**config.mk**
```make
export PLATFORM = sky130hd
export DESIGN_NAME = vlut_rev_search_flat
export DESIGN_NICKNAME = d
export VERILOG_FILES = /design/src/rtl/vlut_rev_search_if.sv /design/src/rtl/vlut_rev_search.sv /design/src/flat_wrapper.sv
export SDC_FILE = /design/constraint.sdc
export NUM_CORES = 1
export LEC_CHECK = 0
export ABC_AREA = 1
export BUFFER_PORTS_ARGS = -buffer_cell sky130_fd_sc_hd__buf_2
export CAP_MARGIN = 20
export CORE_MARGIN = 8
export CORE_UTILIZATION = 35
export CTS_CLUSTER_DIAMETER = 200
export DETAILED_ROUTE_END_ITERATION = 8
export PLACE_DENSITY_LB_ADDON = 0.08
export SETUP_SLACK_MARGIN = 0.3
export SYNTH_ARGS = -nofsm -noshare
export SYNTH_HDL_FRONTEND = slang
export SYNTH_SLANG_ARGS = --single-unit
export TNS_END_PERCENT = 1
```
**constraint.sdc**
```tcl
create_clock -name clk -period 3.2 [get_ports clk]
set_input_delay 0.64 -clock clk [delete_from_list [all_inputs] [get_ports clk]]
set_output_delay 0.64 -clock clk [all_outputs]
set_load 0.02 [all_outputs]
```
**src/rtl/vlut_rev_search_if.sv**
```systemverilog
// Bus for the reverse-lookup table: search handshake, table write port and
// forward-read port.
interface vlut_rev_search_if #(
  parameter int W  = 8,
  parameter int RW = 3
);
  logic          start;
  logic [W-1:0]  target;
  logic          wren;
  logic [RW-1:0] wrrow;
  logic [W-1:0]  wrvalue;
  logic [RW-1:0] rdrow;
  logic [W-1:0]  rdvalue;
  logic          busy;
  logic          done;
  logic          hit;
  logic [RW-1:0] row;

  modport master (
    output start, target, wren, wrrow, wrvalue, rdrow,
    input  rdvalue, busy, done, hit, row
  );

  modport slave (
    input  start, target, wren, wrrow, wrvalue, rdrow,
    output rdvalue, busy, done, hit, row
  );
endinterface

```
**src/rtl/vlut_rev_search.sv**
```systemverilog
// Small register table with forward read and a sequential reverse search
// that returns the lowest row holding the requested value.
module vlut_rev_search #(
  parameter int ROWS = 8,
  parameter int W    = 8,
  parameter int RW   = $clog2(ROWS)
) (
  input  logic               clk,
  input  logic               reset,
  vlut_rev_search_if.slave   bus
);

  typedef enum logic [1:0] {
    ST_IDLE = 2'd0,
    ST_SCAN = 2'd1,
    ST_DONE = 2'd2
  } state_t;

  state_t         state_r;
  logic [RW-1:0]  idx_r;
  logic [W-1:0]   target_r;
  logic           hit_r;
  logic [RW-1:0]  row_r;
  logic [W-1:0]   table_r [ROWS];
  logic           match_s;

  // Power-up contents of the table; rows beyond the seeded ones are zero.
  function automatic logic [W-1:0] reset_value(input int r);
    logic [W-1:0] v;
    case (r)
      32'sd0:  v = W'(32'd0);
      32'sd1:  v = W'(32'd1);
      32'sd2:  v = W'(32'd30);
      32'sd3:  v = W'(32'd60);
      default: v = W'(32'd0);
    endcase
    return v;
  endfunction

  // Table storage: reset seeds the contents, otherwise the write port updates one row.
  always_ff @(posedge clk) begin
    if (!reset) begin
      for (int i = 0; i < ROWS; i++) begin
        table_r[i] <= reset_value(i);
      end
    end else if (bus.wren) begin
      table_r[bus.wrrow] <= bus.wrvalue;
    end else begin
      table_r[bus.wrrow] <= table_r[bus.wrrow];
    end
  end

  // Compare uses pre-edge table contents, so a same-edge write is not seen.
  always_comb begin
    match_s = 1'b0;
    if (table_r[idx_r] == target_r) begin
      match_s = 1'b1;
    end else begin
      match_s = 1'b0;
    end
  end

  // Search controller: one row per cycle, first match wins, idx never wraps.
  always_ff @(posedge clk) begin
    if (!reset) begin
      state_r  <= ST_IDLE;
      idx_r    <= {RW{1'b0}};
      target_r <= {W{1'b0}};
      hit_r    <= 1'b0;
      row_r    <= {RW{1'b0}};
    end else begin
      case (state_r)
        ST_IDLE: begin
          if (bus.start) begin
            target_r <= bus.target;
            idx_r    <= {RW{1'b0}};
            state_r  <= ST_SCAN;
          end else begin
            state_r  <= ST_IDLE;
          end
        end
        ST_SCAN: begin
          if (match_s) begin
            row_r   <= idx_r;
            hit_r   <= 1'b1;
            state_r <= ST_DONE;
          end else if (idx_r == RW'(ROWS - 1)) begin
            row_r   <= {RW{1'b0}};
            hit_r   <= 1'b0;
            state_r <= ST_DONE;
          end else begin
            idx_r   <= idx_r + RW'(1);
            state_r <= ST_SCAN;
          end
        end
        ST_DONE: begin
          state_r <= ST_IDLE;
        end
        default: begin
          state_r <= ST_IDLE;
        end
      endcase
    end
  end

  assign bus.rdvalue = table_r[bus.rdrow];
  assign bus.busy    = (state_r == ST_SCAN);
  assign bus.done    = (state_r == ST_DONE);
  assign bus.hit     = hit_r;
  assign bus.row     = row_r;

endmodule

```
**src/flat_wrapper.sv**
```systemverilog
// flat-port wrapper written by rule: the top's interface ports become plain ports
module vlut_rev_search_flat 
#(
  parameter int ROWS = 8,
  parameter int W    = 8,
  parameter int RW   = $clog2(ROWS)
)
  (clk, reset, bus_start, bus_target, bus_wren, bus_wrrow, bus_wrvalue, bus_rdrow, bus_rdvalue, bus_busy, bus_done, bus_hit, bus_row);
  vlut_rev_search_if #(.W(W), .RW(RW)) bus_i ();
  input  logic clk;
  input  logic reset;
  input wire logic [$bits(bus_i.start)-1:0] bus_start;
  input wire logic [$bits(bus_i.target)-1:0] bus_target;
  input wire logic [$bits(bus_i.wren)-1:0] bus_wren;
  input wire logic [$bits(bus_i.wrrow)-1:0] bus_wrrow;
  input wire logic [$bits(bus_i.wrvalue)-1:0] bus_wrvalue;
  input wire logic [$bits(bus_i.rdrow)-1:0] bus_rdrow;
  output wire logic [$bits(bus_i.rdvalue)-1:0] bus_rdvalue;
  output wire logic [$bits(bus_i.busy)-1:0] bus_busy;
  output wire logic [$bits(bus_i.done)-1:0] bus_done;
  output wire logic [$bits(bus_i.hit)-1:0] bus_hit;
  output wire logic [$bits(bus_i.row)-1:0] bus_row;
  assign bus_i.start = bus_start;
  assign bus_i.target = bus_target;
  assign bus_i.wren = bus_wren;
  assign bus_i.wrrow = bus_wrrow;
  assign bus_i.wrvalue = bus_wrvalue;
  assign bus_i.rdrow = bus_rdrow;
  assign bus_rdvalue = bus_i.rdvalue;
  assign bus_busy = bus_i.busy;
  assign bus_done = bus_i.done;
  assign bus_hit = bus_i.hit;
  assign bus_row = bus_i.row;
  vlut_rev_search #(.ROWS(ROWS), .W(W), .RW(RW)) u_core (.clk(clk), .reset(reset), .bus(bus_i));
endmodule
```
==> results.py <==
metrics = {
    "outcome": {
        "status": "finished, final reports clean",
    },
    "route": {
        "dr.first_iter.drc_count": 294,
        "drtPass1Iterations": 5,
        "final_antenna_net_count": 0,
        "post_drt_wl_per_cell_um": 17.6,
        "drt-total-wl_um": 13800,
        "viasPerCell": 4.95,
        "vias": 3879,
        "drc": 0,
    },
    "cells_and_area": {
        "area_growth_pct": 15.0,
        "drive_gt1_frac": 0.109,
        "n_antenna_cell": 0,
        "nets": 635,
    },
    "worst_setup_path": {
        "arrival_ns": 2.12,
        "critical_path.cell_chain": "buf_2, inv_1, buf_4, a21oi_1, o21ai_0, nand2_1, nor2_1, a31oi_1, buf_2",
        "cp-end-kind": "output pin",
        "critical_path.slowest_cell": "buf_2",
        "critical_path.max_fanout": 24,
        "start_kind": "input port",
        "worstSetupPathType": "input port to output pin",
        "reg2reg_slack_ns": 0.95,
        "crit_top_cell": "buf_2",
        "max_stage_delay_ns": 0.30,
        "cpLargestDelayFamily": "buffers and inverters",
        "crit_buf_inv": 4,
        "required_ns": 2.56,
    },
    "cts": {
        "clk_pin_slew_ns": 0.06,
        "cts.path.max_buffers": 2,
        "cts_tree": "built",
        "cts_max_level": 3,
        "clkSinkCount": 84,
        "root_buffer": "clkbuf_16",
        "cts_buffers": 9,
        "insertion_delay_ns": 0.35,
        "postCtsHoldBufs": 0,
    },
    "sta": {
        "setup_viol": 0,
        "hold_viol_final": 0,
        "fin_crit_sh": 0.862,
        "fin_crit_ns": 2.76,
        "slew_headroom": 0.661,
        "fin_skew_ns": 0.00820,
        "tns_ns": 0,
        "maxClockFrequency_mhz": 362,
        "rsz0062_at_grt": "false",
        "tightest_slew_ns": 0.507,
        "finalWorstSetupSlack_ns": 0.440,
        "maxSlewViolCount": 0,
    },
    "global_routing": {
        "grt_pass1_wl_um": 21700,
        "gr-usage-all-layers": 0.176,
        "grt_max_degree": 27,
        "grt_pass1_vias": 3908,
        "grt_remaining_overflow": 0,
        "grt_antenna_before_repair": 0,
    },
    "power": {
        "seq_power_share": 0.455,
        "power.switching_uw": 767,
        "internal_power_uw": 2050,
        "power.total_uw": 2820,
        "switching_share": 0.272,
        "p_per_area_nw_per_um2": 550,
        "power_frac_clock": 0.398,
        "peakVddDrop_uv": 350,
        "combinationalPowerShare": 0.147,
        "leakagePower_uw": 0.00228,
    },
    "run": {
        "max_cap_violations": 0,
    },
    "yosys": {
        "synth.most_common_cell": "nand2_1",
        "async_reset_ff_frac": 0,
        "synth_ff_type": "edfxtp_1",
        "synth_common_cells": "142 x nand2_1, 98 x nor2_1, 75 x inv_1",
        "ys_warn_count": 0,
        "synth_area_leaders": "edfxtp_1 43%, nand2_1 12%, dfxtp_1 9.0%, nor2_1 8.3%, inv_1 6.3%",
        "ys_ff_latch": 84,
        "synthDistinctLibCells": 25,
        "synthesis.nets": 602,
        "avgSynthCellArea_um2": 7.75,
        "yosys.area.top_type": "edfxtp_1",
        "synth_edf_count": 64,
        "syn_inst": 574,
        "ys_seq_area_frac": 0.522,
        "synth_area_um2": 4450,
        "netlist.area_leader.share": 0.432,
    },
    "die": {
        "fp.dieH_um": 129,
        "fp-row-count": 41,
        "die_x_um": 129,
        "core_um2": 12500,
        "die_area_um2": 16600,
        "ios": 40,
        "start_util": 0.355,
    },
    "place": {
        "place.gp.congestion": 0.958,
        "post-place-ws_ns": 0.453,
        "portBuffers": 39,
        "dp_hpwl_um": 10300,
    },
    "min_path": {
        "hold_class": "flop to flop",
    },
}
final timing paths:
path	cells after the start	from	to
setup reg to reg	15	flop	u_core.idx_r[1]
hold reg to reg	2	u_core.bus.row[1]	u_core.bus.row[1]
setup / recovery	9	bus_rdrow[0]	bus_rdvalue[2]
hold / removal	2	u_core.bus.row[1]	u_core.bus.row[1]
layer usage:
| layer | part of all wire | up-vias | track usage |
|---|---|---|---|
| met4 | 0.019 | 0 | 0.0601 |
| met1 | 0.43 | 1796 | 0.215 |
| met5 | 0 | - | 0 |
| met2 | 0.49 | 131 | 0.299 |
| li1 | - | 1934 | - |
| met3 | 0.057 | 18 | 0.0389 |
power by group through the flow:
stage	Sequential, uW	Clock [uW]	Combinational, uW
CTS	1280	1140	416
floorplan	1280	0	288
finish	1280	1120	414
global placement	1300	0	413
global route	1290	1180	468
detailed placement	1300	0	415
worst min-delay path: stages (launching register included):
cell,delay (ns)
dfxtp_1,0.31
nand3_1,0.07
a21oi_1,0.05
metrics by stage:
stage / utilization / std cells / hold slack (ns) / cell area, um2
2_1_floorplan: - / 574 / 0.444 / 4450
3_3_place_gp: 0.383 / 768 / 0.463 / 4800
3_5_place_dp: 0.383 / 768 / 0.467 / 4800
4_1_cts: 0.408 / 784 / 0.481 / 5110
5_1_grt: 0.409 / 784 / 0.503 / 5110
6_report: 0.409 / 784 / 0.477 / 5110
sequential cells by signal (all words and copies together), names as in the netlist, named ones only:
signal	cells
u_core.idx_r	3
u_core.bus.hit	1
u_core.bus.row	3
u_core.table_r	64
u_core.state_r	2
u_core.target_r	8
what timing repair did:
item                                   CTS  global route
endpoints found under the hold margin    0             0
gates resized for setup                  0             1
setup endpoints to repair                0             2
buffers inserted                         0             0
cells by family (layout without fill, tap and decap cells):
family | after synthesis | after routing | synth area share
flip-flops | 84 | 84 | 0.522
buffers and inverters | 102 | 140 | 0.0914
AND/OR/NAND/NOR | 301 | 301 | 0.277
adder cells (fa/ha/maj) | 2 | 2 | 0.00563
AO/OA/AOI/OAI | 85 | 85 | 0.103
cells in the final DEF (no fill, tap or decap), drive strengths merged, types with 4 or more instances in the layout:
master  instances
nand2         142
nor2          100
inv            77
edfxtp         64
nand3          51
buf            46
o21ai          39
a21oi          30
dfxtp          20
clkbuf         10
a31oi           8
a221oi          5
clkinv          4
final cells by class:
class                   instances  area (um2)
well taps                     172         215
multi-input cells             388        1720
clock inverters                 6        86.3
inverters                      78         297
clock buffers                  10         229
repair buffers                 46         248
fillers                      1347        7400
flip-flops and latches         84        2320
Note: power is estimated with default switching activity, not from simulation.
